$ cat config.mk
export PLATFORM = sky130hd
export DESIGN_NAME = ad9361_rx_packer
export DESIGN_NICKNAME = d
export VERILOG_FILES = /design/src/rtl/ad9361_rx_packer.sv
export SDC_FILE = /design/constraint.sdc
export NUM_CORES = 1
export LEC_CHECK = 0
export BUFFER_PORTS_ARGS = -buffer_cell sky130_fd_sc_hd__clkbuf_2
export CAP_MARGIN = 15
export CELL_PAD_IN_SITES_DETAIL_PLACEMENT = 0
export CELL_PAD_IN_SITES_GLOBAL_PLACEMENT = 2
export CORE_ASPECT_RATIO = 0.75
export CORE_UTILIZATION = 25
export DETAILED_ROUTE_END_ITERATION = 7
export PLACE_DENSITY = 0.61
export SYNTH_ARGS = -nofsm -noshare
export SYNTH_HDL_FRONTEND = slang
export SYNTH_SLANG_ARGS = --single-unit
$ cat constraint.sdc
create_clock -name clk -period 10.4 [get_ports clk]
set_input_delay 1.04 -clock clk [delete_from_list [all_inputs] [get_ports clk]]
set_output_delay 1.04 -clock clk [all_outputs]
set_load 0.005 [all_outputs]
$ cat src/rtl/ad9361_rx_packer.sv
// AD9361 RX packer: formats both channels' IQ samples into {Q,I} words and interleaves them
// through a first-word-fall-through FIFO. Define AD9361_RX_PACKER_TLAST_EN to build m_last framing.
module ad9361_rx_packer #(
    parameter int DEPTH       = 16,
    parameter bit SIGN_EXTEND = 1'b1,
    parameter int FRAME_LEN   = 256
) (
    input  logic                      clk,
    input  logic                      rst_n,
    input  logic [1:0]                ch_en,
    input  logic                      valid_0,
    input  logic [11:0]               data_i0,
    input  logic [11:0]               data_q0,
    input  logic                      valid_1,
    input  logic [11:0]               data_i1,
    input  logic [11:0]               data_q1,
    output logic                      m_valid,
    input  logic                      m_ready,
    output logic [31:0]               m_data,
    output logic                      m_chan,
    output logic                      m_last,
    output logic [$clog2(DEPTH):0]    level,
    input  logic                      clr_ovf,
    output logic                      overflow
);
    localparam int AW = $clog2(DEPTH);
    localparam logic [AW:0] DEPTH_W = (AW+1)'(DEPTH);

    if (DEPTH < 4 || (DEPTH & (DEPTH - 1)) != 0 || FRAME_LEN < 1) begin : g_bad_cfg
        $error("ad9361_rx_packer: DEPTH must be a power of 2 >= 4 and FRAME_LEN >= 1");
    end

    // Each entry is {chan, Q[15:0], I[15:0]}; pointers carry one extra wrap bit.
    logic [32:0]  mem [DEPTH];
    logic [AW:0]  wptr, rptr, wptr_1, req, free;
    logic [32:0]  word_0, word_1, head;
    logic         push_0, push_1, any_push, accept, drop, pop;

    function automatic logic [15:0] fmt(input logic [11:0] s);
        if (SIGN_EXTEND) return {{4{s[11]}}, s};
        else             return {s, 4'b0000};
    endfunction

    assign push_0   = valid_0 & ch_en[0];
    assign push_1   = valid_1 & ch_en[1];
    assign any_push = push_0 | push_1;
    assign req      = {{(AW-1){1'b0}}, push_0 & push_1, push_0 ^ push_1};

    // Space is judged before this cycle's pop, so a full FIFO drops even when popping.
    assign level    = wptr - rptr;
    assign free     = DEPTH_W - level;
    assign accept   = any_push && (req <= free);
    assign drop     = any_push && (req > free);

    assign word_0   = {1'b0, fmt(data_q0), fmt(data_i0)};
    assign word_1   = {1'b1, fmt(data_q1), fmt(data_i1)};
    assign wptr_1   = wptr + {{AW{1'b0}}, 1'b1};

    // Output stream: a word transfers on a cycle where m_valid and m_ready are both high;
    // m_data/m_chan hold steady while m_valid is high and m_ready is low.
    assign head     = mem[rptr[AW-1:0]];
    assign m_valid  = (level != '0);
    assign m_data   = m_valid ? head[31:0] : 32'h0;
    assign m_chan   = m_valid & head[32];
    assign pop      = m_valid & m_ready;

    always_ff @(posedge clk) begin
        if (accept) begin
            if (push_0) mem[wptr[AW-1:0]] <= word_0;
            if (push_1) mem[push_0 ? wptr_1[AW-1:0] : wptr[AW-1:0]] <= word_1;
        end
    end

    always_ff @(posedge clk or negedge rst_n) begin
        if (!rst_n) begin
            wptr     <= '0;
            rptr     <= '0;
            overflow <= 1'b0;
        end else begin
            if (accept) wptr <= wptr + req;
            if (pop)    rptr <= rptr + {{AW{1'b0}}, 1'b1};
            if (drop)         overflow <= 1'b1;
            else if (clr_ovf) overflow <= 1'b0;
        end
    end

`ifdef AD9361_RX_PACKER_TLAST_EN
    localparam int CW = (FRAME_LEN > 1) ? $clog2(FRAME_LEN) : 1;
    localparam logic [CW-1:0] LAST_CNT = CW'(FRAME_LEN - 1);
    logic [CW-1:0] pop_cnt;

    always_ff @(posedge clk or negedge rst_n) begin
        if (!rst_n) begin
            pop_cnt <= '0;
        end else if (pop) begin
            pop_cnt <= (pop_cnt == LAST_CNT) ? '0 : pop_cnt + CW'(1);
        end
    end

    assign m_last = m_valid && (pop_cnt == LAST_CNT);
`else
    assign m_last = 1'b0;
`endif
endmodule

==> key figures, run 1 <==
STA
  • Least-Margin Pin Slew: 1217 ps
  • Highest clock rate: 167.0 MHz
  • Setup TNS after final layout: 0 ps
  • Max-slew violation count: 0
  • Endpoints failing hold: 0
  • Final worst path period need: 5987 ps
  • Final count of negative-setup-slack endpoints: 0
  • Unrepaired setup endpoints after global routing: false
  • Clk_skew: 24.91 ps
  • Normalized max-slew margin: 18.87%
  • Tcrit/Tclk final: 57.57%

CTS
  • Buffer type at the clock tree root: clkbuf_16
  • TritonCTS clock tree: done
  • Post-CTS clock slew at the launch and capture registers of the worst setup and hold paths: 80 ps
  • Level count of the clock H-tree: 2
  • Post-CTS Hold Buffers: 0
  • Post-CTS setup buffer count: 0
  • Latest clock arrival within the worst-skew pair: 600 ps
  • Resized cells post-CTS: 0
  • Clock sink count: 411
  • Maximum count of clock buffers along a single path: 3
  • Cts bufs inserted: 45

Pwr
  • Overall Power: 6.331 mW
  • Worst voltage drop across the vdd grid: 0.0001167 V
  • Leakage power: 8.121 nW
  • Power density normalized to cell area: 247.9 nW/um^2

GRT
  • Global-route wire length before repair: 130,500 um
  • Number of antenna violations at the first check in global routing: 0
  • Maximum number of pins on one net before global-route repair: 56
  • Met2 track utilization from global routing: 29.43%
  • Layer with the highest usage after global routing: met1
  • Met1 Usage GRT: 30.14%
  • Via count of the first global-routing pass: 16,370
  • GRT overflow: 0
  • Tot GR Track Use: 20.22%
  • Met3 usage in global routing: 4.475%

Die
  • Die W: between 300 and 400 um
  • Number of rows created at floorplan: 94
  • Die Outline Area: 90,770 um^2
  • Core Region: 88,210 um^2
  • Die span in y: roughly 260 um
  • Effective utilization at floorplan: between 20 and 30%
  • I/O pins: 97

Synthesis
  • Cell count after synthesis: 1,770
  • Synth top area share: 51.50%
  • Area of the mapped netlist: 22,390 um^2
  • Main synth FF type: edfxtp_1
  • Async set-or-reset flop fraction in the synthesized netlist: 2.676%
  • Number of synthesized register bits: 411
  • Count of flip-flops with a built-in enable after synthesis: roughly 380
  • Count of different cell masters after synthesis: 61
  • Warnings from Yosys: 0
  • Cell type with the highest aggregate area in the netlist: edfxtp_1
  • Mean post-synth cell area: 12.65 um^2
  • Top area cells in the synthesized netlist: edfxtp_1 52%, mux4_2 13%, a22o_1 3.5%, clkbuf_1 2.8%, mux2_2 2.8%
  • Synth Net Count: roughly 1,800
  • Sequential fraction of the synthesis area: 54.16%

Finish
  • Commonest cells after routing, fill and taps aside: 384 x edfxtp_1, 152 x nand2_1, 125 x mux4_2
  • Final net count: between 1,500 and 2,000
  • Ratio of cells with drive above 1 in the final layout: roughly a quarter
  • Area added between synthesis and finish: 14.09%
  • Most common cell after layout, fill and taps aside: edfxtp_1
  • Count of inserted antenna diode cells: 0

Setup path
  • Crit path launch type: flop
  • Kind of critical path: reg -> reg
  • Worst path required time: between 10,000 and 15,000 ps
  • CP Data Arrival Time: 6210 ps
  • Worst setup EP type: flop
  • Maximum net fanout on the critical path: 52

Run status
  • Status: completed

Placement
  • Half-perimeter wire length after placement: 56,260 um
  • Quantity of I/O buffers inserted on ports: 95
  • Placer congestion estimate: roughly 0.81

Detailed routing
  • Residual DRC: 0
  • Total via count in the routed design: around 17,000
  • Routed Wire Length: 92,620 um
  • DRT Pass-1 Iters: 8
  • Mean routed wirelength per cell: around 32 um
  • Number of antenna-violating nets in the routed design: 0
  • Initial DRC count: approximately 2,100
  • Via-per-instance ratio: 5.730

Worst hold path
  • Worst hold path type: in -> async

Flow run
  • Number of max-cap violations: 0
-- stage by stage --
step | worst slack, ps | cell area (um^2) | cells | util (%) | hold WS (ps)
detailed placement | 4425 | 23980 | 2845 | 27.19 | 451.8
global route | 4091 | 25540 | 2931 | 28.96 | 344.6
floorplan | 4480 | 22390 | 1770 | - | 421.7
CTS | 4389 | 25510 | 2929 | 28.92 | 331.8
global placement | 4481 | 23960 | 2844 | 27.17 | 442.3
finish | 4413 | 25540 | 2931 | 28.96 | 339.2
-- power by group --
group / internal, mW / leakage, nW / switching (mW)
Combinational: 0.952 / 3.71 / 1.53
Sequential: 1.95 / 3.67 / 0.178
Clock: 0.992 / 0.740 / 0.731
Total: 3.89 / 8.12 / 2.44
-- metal layers --
metal / vias to the layer above / routed length (um)
li1: 6886 / -
met4: 0 / 2111
met3: 141 / 9729
met5: - / 0
met2: 1046 / 38910
met1: 8721 / 41870
-- cells by family (layout without fill, tap and decap cells) --
group / after synthesis / after routing / synth area share (%)
AO/OA/AOI/OAI: 360 / 360 / 11.95
XOR/XNOR: 11 / 11 / 0.4303
adder cells (fa/ha/maj): 19 / 19 / 1.129
buffers and inverters: 273 / 282 / 4.951
flip-flops: 411 / 411 / 54.16
multiplexers: 200 / 200 / 16.34
other: 1 / 1 / 0.01675
AND/OR/NAND/NOR: 495 / 495 / 11.01
-- area by class of cell --
type | instances | area [um^2]
Inverter | 49 | 183.9
Sequential cell | 411 | 12140
Multi-Input combinational cell | 1086 | 9344
Fill cell | 8986 | 62670
Clock buffer | 58 | 1237
Tap cell | 1152 | 1441
Clock inverter | 26 | 287.8
Timing Repair Buffer | 149 | 913.4
-- registers in the layout, summed over array words and instances (netlist names) --
| register | cells |
|---|---|
| mem | 400 |
| overflow | 1 |
| rptr | 5 |
| wptr | 5 |
-- path summary, 6_finish.rpt --
path / slack (ps) / end / start / depth (start not counted)
min in group clk: 470 / mem[11][32] / mem[11][32] / 2
setup reg to reg: 4410 / mem[15][18] / rptr[0] / 15
max in group asynchronous: 9750 / rptr[1] / rst_n / 1
setup / recovery: 4410 / mem[15][18] / rptr[0] / 15
hold / removal: 340 / overflow / rst_n / 1
hold reg to reg: 470 / mem[11][32] / mem[11][32] / 2
-- critical path: stages (launching register included) --
cell and delay [ps]:
dfrtp_4 870, ha_1 280, inv_1 50, fa_1 530, inv_1 60, ha_1 280, inv_1 50, ha_1 290
nor2b_1 150, o211ai_1 330, a2111o_1 340, nand2_4 580, buf_4 520, nor3_4 210, buf_4 360, or2_2 650
-- synthesized netlist by cell type (5+ instances only) --
master    number
ha_1          17
o41ai_1       52
and4_1         5
and3_1         8
nand3_1       74
nand4_1       53
a22o_1        89
nor2_1        73
nand2b_1       9
dfrtp_1       11
a21oi_1        5
edfxtp_1     384
buf_1         11
nor3_1        14
clkbuf_1     168
xor2_1         5
mux2_2        56
o31ai_1       66
and2_1        33
xnor2_1        6
buf_2         34
inv_1         48
o21ai_0      113
mux2_1        18
mux4_2       125
or3_1         46
or4_1          5
dfxtp_1       16
a32o_1         8
buf_4         11
nand2_1      155
(Power assumes the default switching activity.)
==> inputs of run 2 (changes only) <==
--- a/config.mk
+++ b/config.mk
@@ -12,7 +12,7 @@
 export CORE_ASPECT_RATIO = 0.75
 export CORE_UTILIZATION = 25
 export DETAILED_ROUTE_END_ITERATION = 7
-export PLACE_DENSITY = 0.61
+export PLACE_DENSITY = 0.63
 export SYNTH_ARGS = -nofsm -noshare
 export SYNTH_HDL_FRONTEND = slang
 export SYNTH_SLANG_ARGS = --single-unit
==> constraint.sdc (replaced) <==
create_clock -name clk -period 4.8 [get_ports clk]
set_input_delay 0.48 -clock clk [delete_from_list [all_inputs] [get_ports clk]]
set_output_delay 0.48 -clock clk [all_outputs]
set_load 0.005 [all_outputs]
==> key figures, run 2 (synthesis gave the netlist of run 1 again) <==
Run status
  • Status: completed

Finish
  • Commonest cells after routing, fill and taps aside: 384 x edfxtp_1, 152 x nand2_1, 125 x mux4_2
  • Post-route design area: 26,100 um^2
  • Post-route insts no fill: 2,990
  • Layout filler cell count: 8,953
  • Final net count: 1,875
  • Ratio of cells with drive above 1 in the final layout: 27.40%
  • Most common cell after layout, fill and taps aside: edfxtp_1
  • Area added between synthesis and finish: 16.56%
  • Flip-flop count of the largest register after layout: 400

STA
  • Final worst path period need: 4556 ps
  • Unrepaired setup endpoints after global routing: false
  • Normalized max-slew margin: around 26%
  • Endpoints failing hold: 0
  • Max-slew violation count: 0
  • Setup TNS after final layout: 0 ps
  • Final count of negative-setup-slack endpoints: 0
  • Tcrit/Tclk final: 94.92%
  • Setup ws final: 243.6 ps
  • Highest clock rate: 219.5 MHz
  • Least-Margin Pin Slew: 1113 ps
  • Clk_skew: 22.28 ps

Placement
  • Placer congestion estimate: approximately 0.83
  • Cell total after placement: 2,902
  • Post-placement worst setup slack: 70.63 ps
  • Cell area after placement: about 25,000 um^2
  • Quantity of I/O buffers inserted on ports: between 90 and 100
  • Half-perimeter wire length after placement: slightly below 60,000 um

Die
  • Number of rows created at floorplan: 94
  • Die span in y: 261.2 um
  • Effective utilization at floorplan: 25.38%
  • Die W: 347.6 um
  • Core Region: roughly 88,000 um^2
  • I/O pins: 97
  • Die Outline Area: a little over 90,000 um^2

Setup path
  • Worst path required time: 5130 ps
  • Worst setup EP type: flop
  • Kind of critical path: reg -> reg
  • Maximum net fanout on the critical path: 16
  • CP Data Arrival Time: 4890 ps
  • Crit path launch type: flop

GRT
  • Met3 usage in global routing: under 10%
  • Maximum number of pins on one net before global-route repair: 104
  • Tot GR Track Use: 20.44%
  • GRT overflow: 0
  • Met2 track utilization from global routing: 31.56%
  • Global-route wire length before repair: approximately 130,000 um
  • Number of antenna violations at the first check in global routing: 2
  • Met1 Usage GRT: between 20% and 30%
  • Via count of the first global-routing pass: 17,020
  • Layer with the highest usage after global routing: met2

Detailed routing
  • Routed Wire Length: 93,670 um
  • DRT Pass-1 Iters: 5
  • Initial DRC count: 2,144
  • Mean routed wirelength per cell: between 30 and 40 um
  • Via-per-instance ratio: 5.700
  • Number of antenna-violating nets in the routed design: 0
  • Residual DRC: 0
  • Total via count in the routed design: 17,040

CTS
  • Post-CTS setup buffer count: 0
  • Level count of the clock H-tree: 2
  • Post-CTS Hold Buffers: 1
  • Buffer type at the clock tree root: clkbuf_16
  • Maximum count of clock buffers along a single path: 3
  • Post-CTS clock slew at the launch and capture registers of the worst setup and hold paths: 60 ps
  • Latest clock arrival within the worst-skew pair: 600 ps
  • TritonCTS clock tree: done
  • Clock sink count: 411
  • Cts bufs inserted: 45
  • Resized cells post-CTS: 0

Pwr
  • Worst voltage drop across the vdd grid: 0.0004296 V
  • Power density normalized to cell area: roughly 530 nW/um^2
  • Leakage power: roughly 8.4 nW

Worst hold path
  • Worst hold path type: in -> reg

Flow run
  • Number of max-cap violations: 0
[run 2: through the flow]
stage	power (mW)	utilization, %	hold WS [ps]
global placement	10.23	27.85	396.7
floorplan	7.936	-	184.4
finish	13.78	29.59	97.59
CTS	13.87	29.55	64.52
global route	14.33	29.58	84.55
detailed placement	10.24	27.85	390.8
[run 2: critical path: stages (launching register included)]
cell	delay (ps)
dfrtp_1	370
inv_1	190
ha_1	200
inv_1	50
fa_1	520
inv_1	60
ha_1	280
inv_1	40
ha_1	280
nor2b_1	190
o211ai_1	170
a2111oi_4	660
nor3_1	270
and2_1	230
or2_2	480
buf_12	270
[run 2: final timing paths]
| kind | slack (ps) | depth (start not counted) | endpoint | start |
|---|---|---|---|---|
| max reg2reg | 240 | 15 | mem[11][19] | wptr[0] |
| min reg2reg | 460 | 2 | mem[11][32] | mem[11][32] |
| max in group asynchronous | 4200 | 2 | rptr[1] | rst_n |
| max | 240 | 15 | mem[11][19] | wptr[0] |
| min | 100 | 2 | overflow | clr_ovf |
| min in group asynchronous | 320 | 2 | rptr[0] | rst_n |
[run 2: layout make-up]
| cell class | count | area [um^2] | area share (%) |
|---|---|---|---|
| Multi-Input combinational cell | 1086 | 9339 | 35.78 |
| Clock inverter | 31 | 294.0 | 1.127 |
| Sequential cell | 411 | 12140 | 46.50 |
| Timing Repair Buffer | 207 | 1504 | 5.763 |
| Clock buffer | 52 | 1195 | 4.579 |
| Tap cell | 1152 | 1441 | 5.523 |
| Inverter | 49 | 183.9 | 0.7048 |
| Antenna cell | 2 | 5.005 | 0.01918 |
[run 2: report_power, final]
part	total [mW]	switching (mW)	internal [mW]
logic	5.78	3.58	2.20
clock network	3.64	1.58	2.06
registers	4.37	0.140	4.23
total	13.8	5.29	8.49
[run 2: metal layers]
metal  part of all wire, %  vias up
met3                   8.8      124
met1                    45     8934
met5                     0        -
met2                    44      968
met4                   2.1        0
li1                      -     7018
